File: src/rtl/approx_mul_pkg.sv
// rtl/approx_mul_pkg.sv - shared types and constants for the approximate-multiplier error sweeper
package approx_mul_pkg;

    localparam int DEF_W     = 8;
    localparam int DEF_SSE_W = 48;
    localparam int DEF_SUM_W = 34;
    localparam int DRAIN_CYC = 2;

    typedef enum logic [1:0] {
        ST_IDLE,
        ST_RUN,
        ST_DRAIN,
        ST_DONE
    } sweep_state_e;

    // err holds the two's-complement difference approx - exact, one bit wider than the product
    typedef struct packed {
        logic [2*DEF_W:0]   err;
        logic [DEF_W-1:0]   a;
        logic [DEF_W-1:0]   b;
        logic               valid;
    } err_rec_t;

endpackage

File: src/rtl/approx_mul_err_sweeper_if.sv
// rtl/approx_mul_err_sweeper_if.sv - operand/product bus between the sweeper and the multiplier under test
interface approx_mul_err_sweeper_if #(
    parameter int W = 8
);
    logic [W-1:0]   op_a;
    logic [W-1:0]   op_b;
    logic [2*W-1:0] approx_p;

    modport master (output op_a, output op_b, input approx_p);
    modport slave  (input op_a, input op_b, output approx_p);
endinterface

File: src/rtl/approx_err_accum.sv
// rtl/approx_err_accum.sv - error accumulator and first-maximum tracker
module approx_err_accum
    import approx_mul_pkg::*;
#(
    parameter int  W     = DEF_W,
    parameter int  SSE_W = DEF_SSE_W,
    parameter int  SUM_W = DEF_SUM_W,
    parameter type rec_t = err_rec_t
) (
    input  logic             clk,
    input  logic             rst_n,
    input  logic             clr,
    input  rec_t             rec,
    output logic [SSE_W-1:0] sse,
    output logic [SUM_W-1:0] err_sum,
    output logic [2*W-1:0]   max_abs,
    output logic [W-1:0]     max_a,
    output logic [W-1:0]     max_b,
    output logic [2*W:0]     err_cnt
);

    logic [SSE_W-1:0] sse_q, sse_d;
    logic [SUM_W-1:0] err_sum_q, err_sum_d;
    logic [2*W-1:0]   max_abs_q, max_abs_d;
    logic [W-1:0]     max_a_q, max_a_d;
    logic [W-1:0]     max_b_q, max_b_d;
    logic [2*W:0]     err_cnt_q, err_cnt_d;

    logic signed [2*W:0] err_s;
    logic [2*W-1:0]      abs_err;
    logic [4*W-1:0]      sq_err;

    // |err| always fits 2W bits: the approximate product is at most 2^(2W)-1
    assign err_s   = $signed(rec.err);
    assign abs_err = err_s[2*W] ? (2*W)'(-err_s) : (2*W)'(err_s);
    assign sq_err  = (4*W)'(abs_err) * (4*W)'(abs_err);

    always_comb begin
        sse_d     = sse_q;
        err_sum_d = err_sum_q;
        max_abs_d = max_abs_q;
        max_a_d   = max_a_q;
        max_b_d   = max_b_q;
        err_cnt_d = err_cnt_q;
        if (clr) begin
            sse_d     = '0;
            err_sum_d = '0;
            max_abs_d = '0;
            max_a_d   = '0;
            max_b_d   = '0;
            err_cnt_d = '0;
        end else if (rec.valid) begin
            sse_d     = sse_q + SSE_W'(sq_err);
            err_sum_d = err_sum_q + SUM_W'(err_s);
            err_cnt_d = err_cnt_q + {{(2*W){1'b0}}, (err_s != '0)};
            // strict compare keeps the earliest pair in sweep order on ties
            if (abs_err > max_abs_q) begin
                max_abs_d = abs_err;
                max_a_d   = rec.a;
                max_b_d   = rec.b;
            end
        end
    end

    always_ff @(posedge clk or negedge rst_n) begin
        if (!rst_n) begin
            sse_q     <= '0;
            err_sum_q <= '0;
            max_abs_q <= '0;
            max_a_q   <= '0;
            max_b_q   <= '0;
            err_cnt_q <= '0;
        end else begin
            sse_q     <= sse_d;
            err_sum_q <= err_sum_d;
            max_abs_q <= max_abs_d;
            max_a_q   <= max_a_d;
            max_b_q   <= max_b_d;
            err_cnt_q <= err_cnt_d;
        end
    end

    assign sse     = sse_q;
    assign err_sum = err_sum_q;
    assign max_abs = max_abs_q;
    assign max_a   = max_a_q;
    assign max_b   = max_b_q;
    assign err_cnt = err_cnt_q;

endmodule

File: src/rtl/approx_mul_err_sweeper.sv
// rtl/approx_mul_err_sweeper.sv - exhaustive error-characterisation sequencer for an approximate multiplier
module approx_mul_err_sweeper
    import approx_mul_pkg::*;
#(
    parameter int W     = DEF_W,
    parameter int SSE_W = DEF_SSE_W,
    parameter int SUM_W = DEF_SUM_W
) (
    input  logic                      clk,
    input  logic                      rst_n,
    input  logic                      start,
    input  logic                      abort,
    approx_mul_err_sweeper_if.master  mul,
    output logic                      busy,
    output logic                      done,
    output logic                      res_valid,
    output logic [SSE_W-1:0]          sse,
    output logic [SUM_W-1:0]          err_sum,
    output logic [2*W-1:0]            max_abs,
    output logic [W-1:0]              max_a,
    output logic [W-1:0]              max_b,
    output logic [2*W:0]              err_cnt
);

    localparam int DRW = (DRAIN_CYC > 1) ? $clog2(DRAIN_CYC) : 1;
    localparam logic [DRW-1:0] DRAIN_LAST = DRW'(DRAIN_CYC - 1);

    typedef struct packed {
        logic [2*W:0] err;
        logic [W-1:0] a;
        logic [W-1:0] b;
        logic         valid;
    } rec_t;

    sweep_state_e   state_q, state_d;
    logic [2*W-1:0] cnt_q, cnt_d;
    logic [DRW-1:0] drain_q, drain_d;
    logic [W-1:0]   op_a_q, op_a_d;
    logic [W-1:0]   op_b_q, op_b_d;
    logic           busy_q, busy_d;
    logic           done_q, done_d;
    logic           res_valid_q, res_valid_d;
    rec_t           s1_q, s1_d;

    logic           clr;
    logic [2*W-1:0] cnt_inc;
    logic [2*W-1:0] exact_p;
    rec_t           acc_rec;

    assign cnt_inc = cnt_q + (2*W)'(1);
    assign exact_p = (2*W)'(op_a_q) * (2*W)'(op_b_q);

    always_comb begin
        state_d     = state_q;
        cnt_d       = cnt_q;
        drain_d     = drain_q;
        op_a_d      = op_a_q;
        op_b_d      = op_b_q;
        busy_d      = busy_q;
        done_d      = 1'b0;
        res_valid_d = res_valid_q;
        clr         = 1'b0;
        case (state_q)
            ST_IDLE: begin
                if (abort) begin
                    res_valid_d = 1'b0;
                end else if (start) begin
                    state_d     = ST_RUN;
                    clr         = 1'b1;
                    res_valid_d = 1'b0;
                    cnt_d       = '0;
                    op_a_d      = '0;
                    op_b_d      = '0;
                    busy_d      = 1'b1;
                end
            end
            ST_RUN: begin
                if (abort) begin
                    state_d = ST_IDLE;
                    busy_d  = 1'b0;
                end else begin
                    cnt_d = cnt_inc;
                    // operands freeze on the last pair; the counter itself wraps
                    if (cnt_q == '1) begin
                        state_d = ST_DRAIN;
                        drain_d = '0;
                    end else begin
                        {op_a_d, op_b_d} = cnt_inc;
                    end
                end
            end
            ST_DRAIN: begin
                if (abort) begin
                    state_d = ST_IDLE;
                    busy_d  = 1'b0;
                end else if (drain_q == DRAIN_LAST) begin
                    state_d = ST_DONE;
                    busy_d  = 1'b0;
                end else begin
                    drain_d = drain_q + DRW'(1);
                end
            end
            ST_DONE: begin
                state_d     = ST_IDLE;
                done_d      = 1'b1;
                res_valid_d = 1'b1;
            end
            default: begin
                state_d = ST_IDLE;
                busy_d  = 1'b0;
            end
        endcase
    end

    always_comb begin
        s1_d.err   = {1'b0, mul.approx_p} - {1'b0, exact_p};
        s1_d.a     = op_a_q;
        s1_d.b     = op_b_q;
        s1_d.valid = (state_q == ST_RUN) && !abort;
    end

    // an abort must not let the record already in S1 reach the accumulators
    always_comb begin
        acc_rec       = s1_q;
        acc_rec.valid = s1_q.valid && !(abort && busy_q);
    end

    always_ff @(posedge clk or negedge rst_n) begin
        if (!rst_n) begin
            state_q     <= ST_IDLE;
            cnt_q       <= '0;
            drain_q     <= '0;
            op_a_q      <= '0;
            op_b_q      <= '0;
            busy_q      <= 1'b0;
            done_q      <= 1'b0;
            res_valid_q <= 1'b0;
            s1_q        <= '0;
        end else begin
            state_q     <= state_d;
            cnt_q       <= cnt_d;
            drain_q     <= drain_d;
            op_a_q      <= op_a_d;
            op_b_q      <= op_b_d;
            busy_q      <= busy_d;
            done_q      <= done_d;
            res_valid_q <= res_valid_d;
            s1_q        <= s1_d;
        end
    end

    approx_err_accum #(
        .W     (W),
        .SSE_W (SSE_W),
        .SUM_W (SUM_W),
        .rec_t (rec_t)
    ) u_accum (
        .clk     (clk),
        .rst_n   (rst_n),
        .clr     (clr),
        .rec     (acc_rec),
        .sse     (sse),
        .err_sum (err_sum),
        .max_abs (max_abs),
        .max_a   (max_a),
        .max_b   (max_b),
        .err_cnt (err_cnt)
    );

    assign mul.op_a  = op_a_q;
    assign mul.op_b  = op_b_q;
    assign busy      = busy_q;
    assign done      = done_q;
    assign res_valid = res_valid_q;

endmodule
File: src/flat_wrapper.sv
// flat-port wrapper written by rule: the top's interface ports become plain ports
module approx_mul_err_sweeper_flat import approx_mul_pkg::*;
#(
    parameter int W     = DEF_W,
    parameter int SSE_W = DEF_SSE_W,
    parameter int SUM_W = DEF_SUM_W
)
  (clk, rst_n, start, abort, busy, done, res_valid, sse, err_sum, max_abs, max_a, max_b, err_cnt, mul_op_a, mul_op_b, mul_approx_p);
  approx_mul_err_sweeper_if #(.W(W)) mul_i ();
  input  logic clk;
  input  logic rst_n;
  input  logic start;
  input  logic abort;
  output logic busy;
  output logic done;
  output logic res_valid;
  output logic [SSE_W-1:0] sse;
  output logic [SUM_W-1:0] err_sum;
  output logic [2*W-1:0] max_abs;
  output logic [W-1:0] max_a;
  output logic [W-1:0] max_b;
  output logic [2*W:0] err_cnt;
  output wire logic [$bits(mul_i.op_a)-1:0] mul_op_a;
  output wire logic [$bits(mul_i.op_b)-1:0] mul_op_b;
  input wire logic [$bits(mul_i.approx_p)-1:0] mul_approx_p;
  assign mul_op_a = mul_i.op_a;
  assign mul_op_b = mul_i.op_b;
  assign mul_i.approx_p = mul_approx_p;
  approx_mul_err_sweeper #(.W(W), .SSE_W(SSE_W), .SUM_W(SUM_W)) u_core (.clk(clk), .rst_n(rst_n), .start(start), .abort(abort), .mul(mul_i), .busy(busy), .done(done), .res_valid(res_valid), .sse(sse), .err_sum(err_sum), .max_abs(max_abs), .max_a(max_a), .max_b(max_b), .err_cnt(err_cnt));
endmodule
File: config.mk
export PLATFORM = sky130hd
export DESIGN_NAME = approx_mul_err_sweeper_flat
export DESIGN_NICKNAME = d
export VERILOG_FILES = /design/src/rtl/approx_mul_pkg.sv /design/src/rtl/approx_mul_err_sweeper_if.sv /design/src/rtl/approx_err_accum.sv /design/src/rtl/approx_mul_err_sweeper.sv /design/src/flat_wrapper.sv
export SDC_FILE = /design/constraint.sdc
export NUM_CORES = 1
export LEC_CHECK = 0
export BUFFER_PORTS_ARGS = -buffer_cell sky130_fd_sc_hd__buf_4
export CELL_PAD_IN_SITES_DETAIL_PLACEMENT = 0
export CELL_PAD_IN_SITES_GLOBAL_PLACEMENT = 1
export CORE_MARGIN = 5
export CORE_UTILIZATION = 50
export DETAILED_ROUTE_END_ITERATION = 10
export MAX_ROUTING_LAYER = met4
export PLACE_DENSITY = 0.91
export SLEW_MARGIN = 20
export SYNTH_ARGS = -nofsm -noshare
export SYNTH_HDL_FRONTEND = slang
export SYNTH_SLANG_ARGS = --single-unit
File: constraint.sdc
create_clock -name clk -period 21.9 [get_ports clk]
set_clock_uncertainty 0.1 [all_clocks]
set_input_delay 1.095 -clock clk [delete_from_list [all_inputs] [get_ports clk]]
set_output_delay 1.095 -clock clk [all_outputs]
set_load 0.01 [all_outputs]
==> impl_metrics.csv <==
group,metric,value,unit
worst_setup_path,crit_path_end,"u_core.u_accum.sse[43]",
timing,setup_violations,0,
placement,gp_congestion,0.962,
timing,layout_setup_ws,12.22,ns
yosys,avgSynthCellArea,9.02,um2
clock_network,cts_sinks,203,
die,io-pin-count,170,
die,die_h,218,um
yosys,ys_seq_elements,203,
routing,drtPass1Iterations,5,
worst_setup_path,crit_slowest_cell,"fa_1",
worst_setup_path,path_class,"reg -> reg",
worst_setup_path,path_depth,32,
yosys,ys_top_cells_by_area,"dfrtp_1, fa_1, ha_1",
timing,drv_slew,0,
worst_setup_path,reg2reg_slack,12.22,ns
routing,viasPerCell,5.44,
yosys,yosysTopAreaCellShare,0.235,
timing,whs,0.360,ns
worst_setup_path,cpPeakStageDelay,0.55,ns
global_routing,grt_pass1_wl,94.9,mm
clock_network,clk_latency,0.55,ns
worst_setup_path,path_buf_inv,8,
yosys,synth_top_flop_cell,"dfrtp_1",
worst_setup_path,cp_top_family,"adder cells",
finish,post-route-util,0.565,
placement,port-buffer-count,169,
yosys,synthTopCellsByCount,"inv_1, nand2_1, fa_1",
timing,fmax,103,MHz
finish,seqCellArea,5080,um2
clock_network,clockBufferDepth,3,
worst_setup_path,startpoint_type,"flip-flop",
global_routing,grt_usage,0.257,
timing,hold_viol,0,
clock_network,cts_root_buf,"clkbuf_16",
timing,rsz0062_at_grt,"false",
worst_setup_path,cp.required,22.22,ns
finish,syn_to_final_growth,12.2,%
yosys,synthesis.area,21600,um2
worst_setup_path,critPathArrivalTime,10.00,ns
status,status,"completed",
yosys,synth_fp_nets,2869,
clock_network,numCtsBuffers,25,
run,drv_cap,0,
routing,wl_per_cell,18.9,um
die,floorplan.initialDensity,0.504,
global_routing,antenna_found_initial,1,
timing,finalSetupTns,0,ns
worst_setup_path,worstReg2RegStart,"u_core.acc_rec[17]",
global_routing,grt-ovfl-total,0,
timing,max-slew-margin-rel,0.311,
die,core_area,43000,um2
clock_network,cts_tree,"yes",
finish,fin_nets,2992,
clock_network,clk_pin_slew,0.06,ns
global_routing,grt_pass1_vias,17800,
placement,place_ws,12.34,ns
routing,ant_nets,0,
clock_network,htreeDepth,1,
clock_network,cts_hold_buffers,0,
routing,drc,0,
yosys,yosysWarnings,0,
yosys,async_flop_share,1.00,
placement,hpwl,45.5,mm
clock_network,cts_resized,0,
timing,fin_crit_sh,0.442,
yosys,yosysMostFrequentCell,"inv_1",
timing,tightest_slew,1.03,ns
routing,routed_wirelength,59.1,mm
global_routing,grt_max_degree,74,
worst_setup_path,crit_fanout,13,
finish,multi_input_area,14500,um2
worst_setup_path,r2r_end,"u_core.u_accum.sse[43]",
worst_setup_path,reg2reg_depth,32,
clock_network,cts_setup_buffers,0,
routing,vias,17000,
yosys,ys_seq_area_frac,0.235,
worst_hold_path,hp-class,"reg -> reg",
die,die_w,218,um
worst_setup_path,critPathLaunch,"u_core.acc_rec[17]",
worst_setup_path,end_kind,"flip-flop",
routing,drt_iter0_drc,1033,
die,rows,76,
yosys,synthCells,2400,
finish,layout-drive-gt1-share,0.105,
yosys,synth_edf_count,0,
finish,fillCellCount,3866,
die,die-area,47600,um2
yosys,synth_cell_types,72,
yosys,synth_area_leader_cell,"dfrtp_1",
timing,min_period,9.68,ns
sequential cells by signal (all words and copies together), names as in the netlist, 16 cells and up:
name	cells
u_core.u_accum.sse	48
u_core.u_accum.err_sum	34
u_core.acc_rec	33
u_core.u_accum.err_cnt	17
u_core.cnt_q	16
u_core.u_accum.max_abs	16
how the worst min path moves through the flow:
stage	start	endpoint	slack (ns)	cells past startpoint
after detailed placement	u_core.acc_rec[6]	u_core.u_accum.max_b[5]	0.35	1
after global placement	u_core.acc_rec[3]	u_core.u_accum.max_b[2]	0.35	1
after global routing	u_core.acc_rec[8]	u_core.u_accum.max_b[7]	0.37	1
after floorplan	u_core.mul.op_b[0]	u_core.acc_rec[1]	0.27	0
final	u_core.acc_rec[8]	u_core.u_accum.max_b[7]	0.36	1
after CTS	u_core.acc_rec[8]	u_core.u_accum.max_b[7]	0.36	1
kinds of logic (layout without fill, tap and decap cells):
logic type / after synthesis / after routing / synth area share
compound gates: 449 / 449 / 0.138
xor+xnor: 123 / 123 / 0.0510
fa+ha+maj: 449 / 449 / 0.344
buf+inv: 550 / 690 / 0.0990
flops: 203 / 203 / 0.235
mux: 9 / 9 / 0.00445
other cells: 0 / 1 / 0
simple gates: 617 / 617 / 0.129
per-layer routing:
layer,wire length [um],part of all wire,vias up,track usage
li1,-,-,7980,-
met1,24700,0.42,8489,0.327
met2,29600,0.50,414,0.435
met3,2740,0.046,124,0.0276
met4,2020,0.034,0,0.0785
met5,0,0,-,-
final cells by class:
type / instances / area share
clock inverter: 12 / 0.00752
tap: 585 / 0.0301
multi-input combinational: 1647 / 0.595
antenna: 1 / 0.000103
sequential: 203 / 0.209
clock buffer: 32 / 0.0285
inverter: 456 / 0.0705
timing repair buffer: 190 / 0.0590
worst reg2reg max path, delay by kind of cell, from the launching register on:
kind,cells,cell delay [ns]
fa+ha+maj,8,3.74
buf+inv,8,1.18
compound gates,6,1.30
simple gates,9,2.39
xor+xnor,1,0.48
flops,1,0.36
cells in the final DEF, fill, tap and decap left out, types with 15 or more instances in the layout:
master and instances:
a211oi_1 20, a21o_1 70, a21oi_1 108, a22o_1 45, and2_1 56, and3_1 15
buf_4 189, clkbuf_16 25, dfrtp_1 203, fa_1 244, ha_1 205, inv_1 451
nand2_1 259, nand3_1 37, nand4_1 24, nor2_1 145, nor3_1 22, o21ai_0 95
xnor2_1 62, xor2_1 57
stage by stage:
step / cells / area (um2)
2_1_floorplan: 2400 / 21600
3_3_place_gp: 3081 / 23400
3_5_place_dp: 3081 / 23400
4_1_cts: 3125 / 24300
5_1_grt: 3126 / 24300
6_report: 3126 / 24300
Power is left out: the tool's default activity adds up to more than one toggle a clock period on the data nets, which glitch-free logic cannot reach.
